$ cat config.mk
export PLATFORM = sky130hd
export DESIGN_NAME = nap_timer
export DESIGN_NICKNAME = d
export VERILOG_FILES = /design/src/rtl/nap_timer.sv
export SDC_FILE = /design/constraint.sdc
export NUM_CORES = 1
export LEC_CHECK = 0
export CORE_MARGIN = 2
export CORE_UTILIZATION = 50
export DETAILED_ROUTE_END_ITERATION = 8
export PLACE_DENSITY = 0.77
export SLEW_MARGIN = 20
export SYNTH_ARGS = -nofsm -noshare
export SYNTH_HDL_FRONTEND = slang
export SYNTH_SLANG_ARGS = --single-unit
$ cat constraint.sdc
create_clock -name clk -period 7.7 [get_ports clk]
set_input_delay 0.77 -clock clk [delete_from_list [all_inputs] [get_ports clk]]
set_output_delay 0.77 -clock clk [all_outputs]
set_load 0.02 [all_outputs]
$ cat src/rtl/nap_timer.sv
// ============================================================================
// Module   : nap_timer
// Purpose  : Nap-controller responder. Collects a 2-digit minute value from a
//            one-hot keypad, then counts it down to 00:00 with a 1 s tick.
// Revision : 1.0 - initial release
// ============================================================================
`default_nettype none

module nap_timer #(
    parameter int TICKS_PER_SEC = 50_000_000,
    parameter int MAX_MIN       = 99
) (
    input  wire logic       clk,
    input  wire logic       rst_n,
    input  wire logic       i_init,
    input  wire logic       i_enSetting,
    input  wire logic       i_enSleep,
    input  wire logic       i_enCancel,
    input  wire logic [9:0] i_keypad,
    input  wire logic       i_sharp,
    output logic            o_completeSetting,
    output logic            o_completeSleep,
    output logic [6:0]      o_remaining_min,
    output logic [5:0]      o_remaining_sec,
    output logic            o_entry_err
);

    localparam int C_PW = (TICKS_PER_SEC > 2) ? $clog2(TICKS_PER_SEC) : 1;
    localparam logic [C_PW-1:0] C_PRESC_LAST = C_PW'(TICKS_PER_SEC - 1);
    localparam logic [6:0]      C_MAX_MIN    = 7'(MAX_MIN);

    localparam logic [2:0] S_IDLE   = 3'd0;
    localparam logic [2:0] S_ENTRY  = 3'd1;
    localparam logic [2:0] S_LOADED = 3'd2;
    localparam logic [2:0] S_COUNT  = 3'd3;
    localparam logic [2:0] S_DONE   = 3'd4;

    logic [2:0]      r_state;
    logic [2:0]      w_next_state;

    logic            r_key_prev;
    logic            r_sharp_prev;
    logic            r_init_prev;
    logic            r_cancel_prev;

    logic [3:0]      r_tens;
    logic [3:0]      r_ones;
    logic [6:0]      r_min;
    logic [5:0]      r_sec;
    logic [C_PW-1:0] r_presc;
    logic            r_entry_err;

    logic            w_abort;
    logic            w_key_evt;
    logic            w_sharp_evt;
    logic            w_key_onehot;
    logic [3:0]      w_digit;
    logic [6:0]      w_value;
    logic            w_value_ok;
    logic            w_tick;
    logic            w_last_sec;

    // ------------------------------------------------------------------------
    // Event detection
    // ------------------------------------------------------------------------
    assign w_abort      = (i_init & ~r_init_prev) | (i_enCancel & ~r_cancel_prev);
    assign w_key_onehot = ((i_keypad & (i_keypad - 10'd1)) == 10'd0);
    assign w_key_evt    = (i_keypad != 10'd0) & ~r_key_prev & w_key_onehot;
    assign w_sharp_evt  = i_sharp & ~r_sharp_prev;

    always_comb begin
        w_digit = 4'd0;
        for (int i = 0; i < 10; i++) begin
            if (i_keypad[i]) begin
                w_digit = 4'(i);
            end
        end
    end

    assign w_value    = ({3'd0, r_tens} * 7'd10) + {3'd0, r_ones};
    assign w_value_ok = (w_value != 7'd0) && (w_value <= C_MAX_MIN);
    assign w_tick     = (r_state == S_COUNT) && (r_presc == C_PRESC_LAST);
    assign w_last_sec = (r_min == 7'd0) && (r_sec == 6'd1);

    always_ff @(posedge clk or negedge rst_n) begin
        if (!rst_n) begin
            r_key_prev    <= 1'b0;
            r_sharp_prev  <= 1'b0;
            r_init_prev   <= 1'b0;
            r_cancel_prev <= 1'b0;
        end else begin
            r_key_prev    <= (i_keypad != 10'd0);
            r_sharp_prev  <= i_sharp;
            r_init_prev   <= i_init;
            r_cancel_prev <= i_enCancel;
        end
    end

    // ------------------------------------------------------------------------
    // State machine
    // ------------------------------------------------------------------------
    always_ff @(posedge clk or negedge rst_n) begin
        if (!rst_n) begin
            r_state <= S_IDLE;
        end else begin
            r_state <= w_next_state;
        end
    end

    always_comb begin
        w_next_state = r_state;
        if (w_abort) begin
            w_next_state = S_IDLE;
        end else begin
            case (r_state)
                S_IDLE: begin
                    if (i_enSetting) begin
                        w_next_state = S_ENTRY;
                    end
                end
                S_ENTRY: begin
                    if (w_sharp_evt && w_value_ok) begin
                        w_next_state = S_LOADED;
                    end
                end
                S_LOADED: begin
                    if (i_enSleep) begin
                        w_next_state = S_COUNT;
                    end
                end
                S_COUNT: begin
                    if (w_tick && w_last_sec) begin
                        w_next_state = S_DONE;
                    end
                end
                S_DONE:  w_next_state = S_DONE;
                default: w_next_state = S_IDLE;
            endcase
        end
    end

    always_comb begin
        o_completeSetting = 1'b0;
        o_completeSleep   = 1'b0;
        o_remaining_min   = r_min;
        o_remaining_sec   = r_sec;
        o_entry_err       = r_entry_err;
        case (r_state)
            S_ENTRY: begin
                o_remaining_min = w_value;
                o_remaining_sec = 6'd0;
            end
            S_LOADED, S_COUNT: begin
                o_completeSetting = 1'b1;
            end
            S_DONE: begin
                o_completeSetting = 1'b1;
                o_completeSleep   = 1'b1;
            end
            default: begin
                o_completeSetting = 1'b0;
            end
        endcase
    end

    // ------------------------------------------------------------------------
    // Datapath: digit entry, prescaler and countdown registers
    // ------------------------------------------------------------------------
    always_ff @(posedge clk or negedge rst_n) begin
        if (!rst_n) begin
            r_tens      <= 4'd0;
            r_ones      <= 4'd0;
            r_min       <= 7'd0;
            r_sec       <= 6'd0;
            r_presc     <= '0;
            r_entry_err <= 1'b0;
        end else if (w_abort) begin
            r_tens      <= 4'd0;
            r_ones      <= 4'd0;
            r_min       <= 7'd0;
            r_sec       <= 6'd0;
            r_presc     <= '0;
            r_entry_err <= 1'b0;
        end else begin
            r_entry_err <= 1'b0;
            case (r_state)
                S_IDLE: begin
                    if (i_enSetting) begin
                        r_tens <= 4'd0;
                        r_ones <= 4'd0;
                    end
                end
                S_ENTRY: begin
                    // A confirm in the same cycle as a key press discards the key.
                    if (w_sharp_evt) begin
                        if (w_value_ok) begin
                            r_min <= w_value;
                            r_sec <= 6'd0;
                        end else begin
                            r_entry_err <= 1'b1;
                            r_tens      <= 4'd0;
                            r_ones      <= 4'd0;
                        end
                    end else if (w_key_evt) begin
                        r_tens <= r_ones;
                        r_ones <= w_digit;
                    end
                end
                S_LOADED: begin
                    if (i_enSleep) begin
                        r_presc <= '0;
                    end
                end
                S_COUNT: begin
                    if (w_tick) begin
                        r_presc <= '0;
                        if (w_last_sec) begin
                            r_sec <= 6'd0;
                        end else if (r_sec != 6'd0) begin
                            r_sec <= r_sec - 6'd1;
                        end else if (r_min != 7'd0) begin
                            r_min <= r_min - 7'd1;
                            r_sec <= 6'd59;
                        end
                    end else begin
                        r_presc <= r_presc + 1'b1;
                    end
                end
                default: begin
                    r_presc <= r_presc;
                end
            endcase
        end
    end

endmodule

`default_nettype wire

Word-level counts from Yosys, hierarchy flattened:

Index checks and enable logic that the tools add are counted.

* add/subtract/negate cells: 5
* multipliers: 1
* magnitude comparators: 1
* eq/ne operators: 19
* muxes and demuxes: 53
* bitwise logic cells: 11
* reductions and logical operators: 21

Operator list (number)
* $mux 26: 3
* $mux 7: 8
* $mux 4: 13
* $pmux 26 s2: 1
* $mux 6: 8
* $add 26x1->26 const B: 1
* $eq 26x26->1 const B: 1
* $ne 3x3->1 const B: 8
* $mux 3: 6
* $pmux 4 s2: 2
* $pmux 3 s5: 1
* $pmux 7 s2: 1
* $reduce_bool 7->1: 2
* $pmux 6 s2: 1
* $and 10x10->10: 1
* $logic_not 10->1: 1
* $reduce_bool 10->1: 1
* $sub 10x1->10 const B: 1
* $reduce_bool 3->1: 3
* $ne 4x4->1 const B: 2
* $reduce_and 4->1: 2
* $add 7x4->7: 1
* $le 7x7->1 const B: 1
* $logic_not 7->1: 1
* 21 further kinds: 41

* bits in registers: 55
* bits of input ports: 17
* output and inout bits: 16
* logic and storage cells: 122

Logic depth before layout (Yosys ltp):

* depth after elaboration: 13
* gate-level depth with buffers: 11
* mapped depth without buffers: 10

Worst setup path after synthesis:

Ideal clock, no wire load.

* path type: register to register
* start point: reg r_tens[1]
* end point: reg r_ones[1]
* library setup time: 0.125 ns
* arrival: 2.991 ns
* data required time: 7.575 ns
* path slack: 4.584 ns
* cell stages (with the launch flop): 12
* path buffers: 1
* clock period less this slack: 3.116 ns
* cells stage by stage: dfrtp_1 > ha_1 > ha_1 > inv_1 > fa_1 > a21boi_0 > o2bb2ai_1 > or3_1 > mux2_4 > a211o_1 > buf_6 > mux2_4

* longest elaborated chain between the ends: 6
* elaborated cells on any way between the ends: 7
* classes of those cells: 1 x add/sub; 1 x mul; 1 x order compare; 1 x eq/ne; 3 x reduce/logical

Ends and longest elaborated chain
* from (decl): line 46 `logic [3:0] r_tens;`
* from (signal assigned): line 205 `r_tens <= r_ones;`
* $mul 4x3->6 *: line 80 `assign w_value = ({3'd0, r_tens} * 7'd10) + {3'd0, r_ones};`
* $add 7x4->7 *: line 80
* $le 7x7->1 or $reduce_bool 7->1 (tied branches): line 81 `assign w_value_ok = (w_value != 7'd0) && (w_value <= C_MAX_MIN);`
* $logic_and 1x1->1 *: line 81
* $ne 4x4->1 (no line) *
* $reduce_and 4->1 (no line) *
* to (signal assigned): line 206 `r_ones <= w_digit;`
* to (decl): line 47 `logic [3:0] r_ones;`

Mark *: on every way between the ends. The rest lies on a longest branch, timed or not.
A chain may end at the register's enable or synchronous reset.

Final worst setup path:

* start point: reg r_tens[1]
* end point: out o_remaining_min[6]

* longest elaborated chain between the ends: 3

Ends and longest elaborated chain
* $mul 4x3->6: line 80
* $add 7x4->7: line 80
* $mux 7: line 148 `case (r_state)`
* to (decl): line 23 `output logic [6:0] o_remaining_min,`

Every way passes these cells.

==> results_dict.tcl <==
set metrics [dict create \
    synthSimpleGateAreaFrac_pct 26.3 \
    relSlewSlack_pct 35.8 \
    cts_buffers 5 \
    power_mw 0.919 \
    drc 0 \
    cp.arrival_ns 3.04 \
    synth-adder-area-share_pct 5.61 \
    drive_above_1_share_pct 5.50 \
    gr-total-overflow 0 \
    synthTopCellsByCount "dfrtp_1 (55), nand2_1 (51), nor2_1 (45)" \
    synth_xor_area_share_pct 7.76 \
    vias 3027 \
    ys_types 58 \
    leakage_nw 1.77 \
    ant_nets 0 \
    max-cap-violations 0 \
    cp_num_buf_inv 2 \
    die_h_um 89.0 \
    htree_levels 2 \
    cts_buffer_depth 2 \
    insertion_delay_ns 0.31 \
    drt_iter0_markers 243 \
    power_density_nw_per_um2 225 \
    switching_share_pct 41.3 \
    syn_nets 441 \
    min_period_ns 3.81 \
    synthCells 409 \
    grt_pass1_vias 2903 \
    synth_top_area_share_pct 38.1 \
    synthMostInstantiatedCell "dfrtp_1" \
    antenna_found_initial 0 \
    hold_depth 2 \
    wire_per_inst_um 14.8 \
    die_x_um 89.0 \
    rows 30 \
    final.setup.tns_ns 0 \
    fmax_ghz 0.262 \
    hp-start "r_min[1]" \
    r2r-end "r_ones[2]" \
    pwr-share-seq_pct 37.4 \
    final_hold_viol_count 0 \
    crit_fanout 4 \
    outcome "completed" \
    r2r_cells 10 \
    worstMarginPinSlew_ns 0.955 \
    r2r_slack_ns 4.32 \
    worst_ep_required_time_ns 6.93 \
    area_growth_pct 13.1 \
    worstSetupPathType "reg2out" \
    vias_per_cell 5.69 \
    synth_area_um2 3610 \
    ir_worst_vdd_mv 0.127 \
    finalSetupViolations 0 \
    gp_congestion 0.823 \
    crit_path_end_kind "output port" \
    clkSlewWorstSetupHoldPaths_ns 0.10 \
    num_antenna_cells 0 \
    drt-total-wl_um 7870 \
    p_switching_mw 0.380 \
    dr.pass1.iters 5 \
    reg2reg_from "r_tens[1]" \
    synth_ff_type "dfrtp_1" \
    avgSynthCellArea_um2 8.83 \
    grtUsageTotal_pct 20.8 \
    synth_warnings 0 \
    critPathSlowestCell "clkdlybuf4s50_1" \
    seq_area_frac_synth_pct 38.1 \
    portBuffers 32 \
    synth_top_family_by_area "simple AND/OR/NAND/NOR gates" \
    core_area_um2 6910 \
    root_buffer "clkbuf_8" \
    cts_tree "built" \
    intPower_mw 0.539 \
    synth-compound-area-share_pct 12.1 \
    start_util_pct 52.3 \
    post_cts_resized 0 \
    postLayoutCellArea_um2 4090 \
    postPlaceCellArea_um2 4000 \
    grt_start_max_net_pins 56 \
    worstHoldPathType "reg2reg" \
    cp_top_family "adder cells" \
    dp_hpwl_um 5730 \
    ios 33 \
    start_kind "register" \
    finalCritPeriodShare_pct 49.5 \
    slowest_delay_ns 0.59 \
    synth_area_leaders "dfrtp_1 (38%), nand2_1 (5.3%), xor2_1 (5.1%), mux2i_1 (4.7%), nor2_1 (4.7%)" \
    crit_chain "ha_1 > ha_1 > inv_1 > fa_1 > nand2b_1 > a21oi_1 > xnor2_1 > nand2_1 > nand2_1 > clkdlybuf4s50_1" \
    grt_pass1_wl_um 13100 \
    fin_skew_ns 0.0126 \
    ys_seq_elements 55 \
    ys_async_sr_fraction_pct 100 \
    post_cts_buffers 0 \
    cts.sinks 55 \
    min_to "r_min[1]" \
    dieArea_um2 7920 \
    synth_edf_count 0 \
    power.share.combinational_pct 45.1 \
    rsz0062_at_grt "false" \
    yosysTopAreaCell "dfrtp_1" \
    maxSlewViolCount 0 \
    clkPwrFrac_pct 17.5 \
    synthMuxAreaShare_pct 6.68 \
    hold_buffers 0 \
    finalNetCount 467 \
]
[metrics by stage]
stage / hold WS [ns] / std cells / util [%] / setup WS (ns)
after floorplan: 0.474 / 409 / - / 4.58
after global placement: 0.512 / 524 / 57.9 / 4.27
after detailed placement: 0.537 / 524 / 57.9 / 4.23
after CTS: 0.550 / 532 / 59.1 / 3.86
after global routing: 0.575 / 532 / 59.1 / 3.63
final: 0.549 / 532 / 59.1 / 3.89
[power by group through the flow]
| stage | registers [mW] | clock network [mW] | logic (mW) |
|---|---|---|---|
| after floorplan | 0.332 | 0 | 0.324 |
| after global placement | 0.347 | 0 | 0.400 |
| after detailed placement | 0.349 | 0 | 0.408 |
| after CTS | 0.343 | 0.167 | 0.410 |
| after global routing | 0.347 | 0.176 | 0.454 |
| final | 0.344 | 0.160 | 0.414 |
[sequential cells by signal, summed over array words and instances (netlist names)]
signal / flops
r_ones: 4
r_key_prev: 1
r_tens: 4
r_state: 3
o_entry_err: 1
r_presc: 26
r_min: 7
r_sec: 6
r_init_prev: 1
r_sharp_prev: 1
r_cancel_prev: 1
[layout make-up]
type | count | area, um^2
clock inverter | 3 | 20.0
tap | 96 | 120
clock buffer | 5 | 68.8
inverter | 15 | 56.3
sequential | 55 | 1380
multi-input combinational | 324 | 2110
fill | 652 | 2820
timing repair buffer | 34 | 330
[worst reg2reg max path, delay by kind of cell (launching register included)]
kind                     cells  cell delay, ns
flip-flops                   1            0.44
adder cells (fa/ha/maj)      3            0.93
AO/OA/AOI/OAI                3            0.78
AND/OR/NAND/NOR              1            0.38
multiplexers                 2            0.68
buffers and inverters        1            0.06
[kinds of logic (layout without fill, tap and decap cells)]
family / Yosys count / in the layout
simple gates: 189 / 189
xor+xnor: 32 / 32
flops: 55 / 55
fa+ha+maj: 15 / 15
mux: 22 / 22
compound gates: 66 / 66
buf+inv: 30 / 57
[cell usage in the layout (no fill, tap or decap), types with 3 or more instances in the layout]
cell             netlist  layout
o21ai_0               17      17
clkbuf_8               0       5
xor2_1                21      21
xnor2_1               11      11
nor3b_1                3       3
nor3_1                10      10
dfrtp_1               55      55
and3_1                 9       9
nand4_1                9       9
nor2b_1                3       3
nand3_1               16      16
mux2_4                 4       4
o211ai_1               8       8
nand2_1               51      51
clkdlybuf4s50_1        0      31
or3_1                  6       6
a31oi_1                4       4
and2_1                 9       9
a21oi_1               14      14
or4_1                  3       3
nor2_1                45      45
nand2b_1               8       8
ha_1                  13      13
nor4_1                 6       6
inv_1                 15      15
mux2i_1               17      17
[per-layer routing]
metal  routed length (um)  up-vias  GRT usage (%)
li1                     -     1498              -
met1                 3500     1444           27.1
met2                 3990       74           36.4
met3                  284       11           3.42
met4                   95        0           5.02
met5                    0        -              0
[worst max path at each step]
stage	depth (start not counted)	slack, ns	startpoint	end
2_1_floorplan	11	4.58	r_tens[1]	r_ones[1]
5_1_grt	10	3.63	r_tens[1]	o_remaining_min[6]
4_1_cts	10	3.86	r_tens[1]	o_remaining_min[6]
3_5_place_dp	10	4.23	r_tens[1]	o_remaining_min[6]
3_3_place_gp	10	4.27	r_tens[1]	o_remaining_min[6]
6_report	10	3.89	r_tens[1]	o_remaining_min[6]
(Power assumes the default switching activity.)
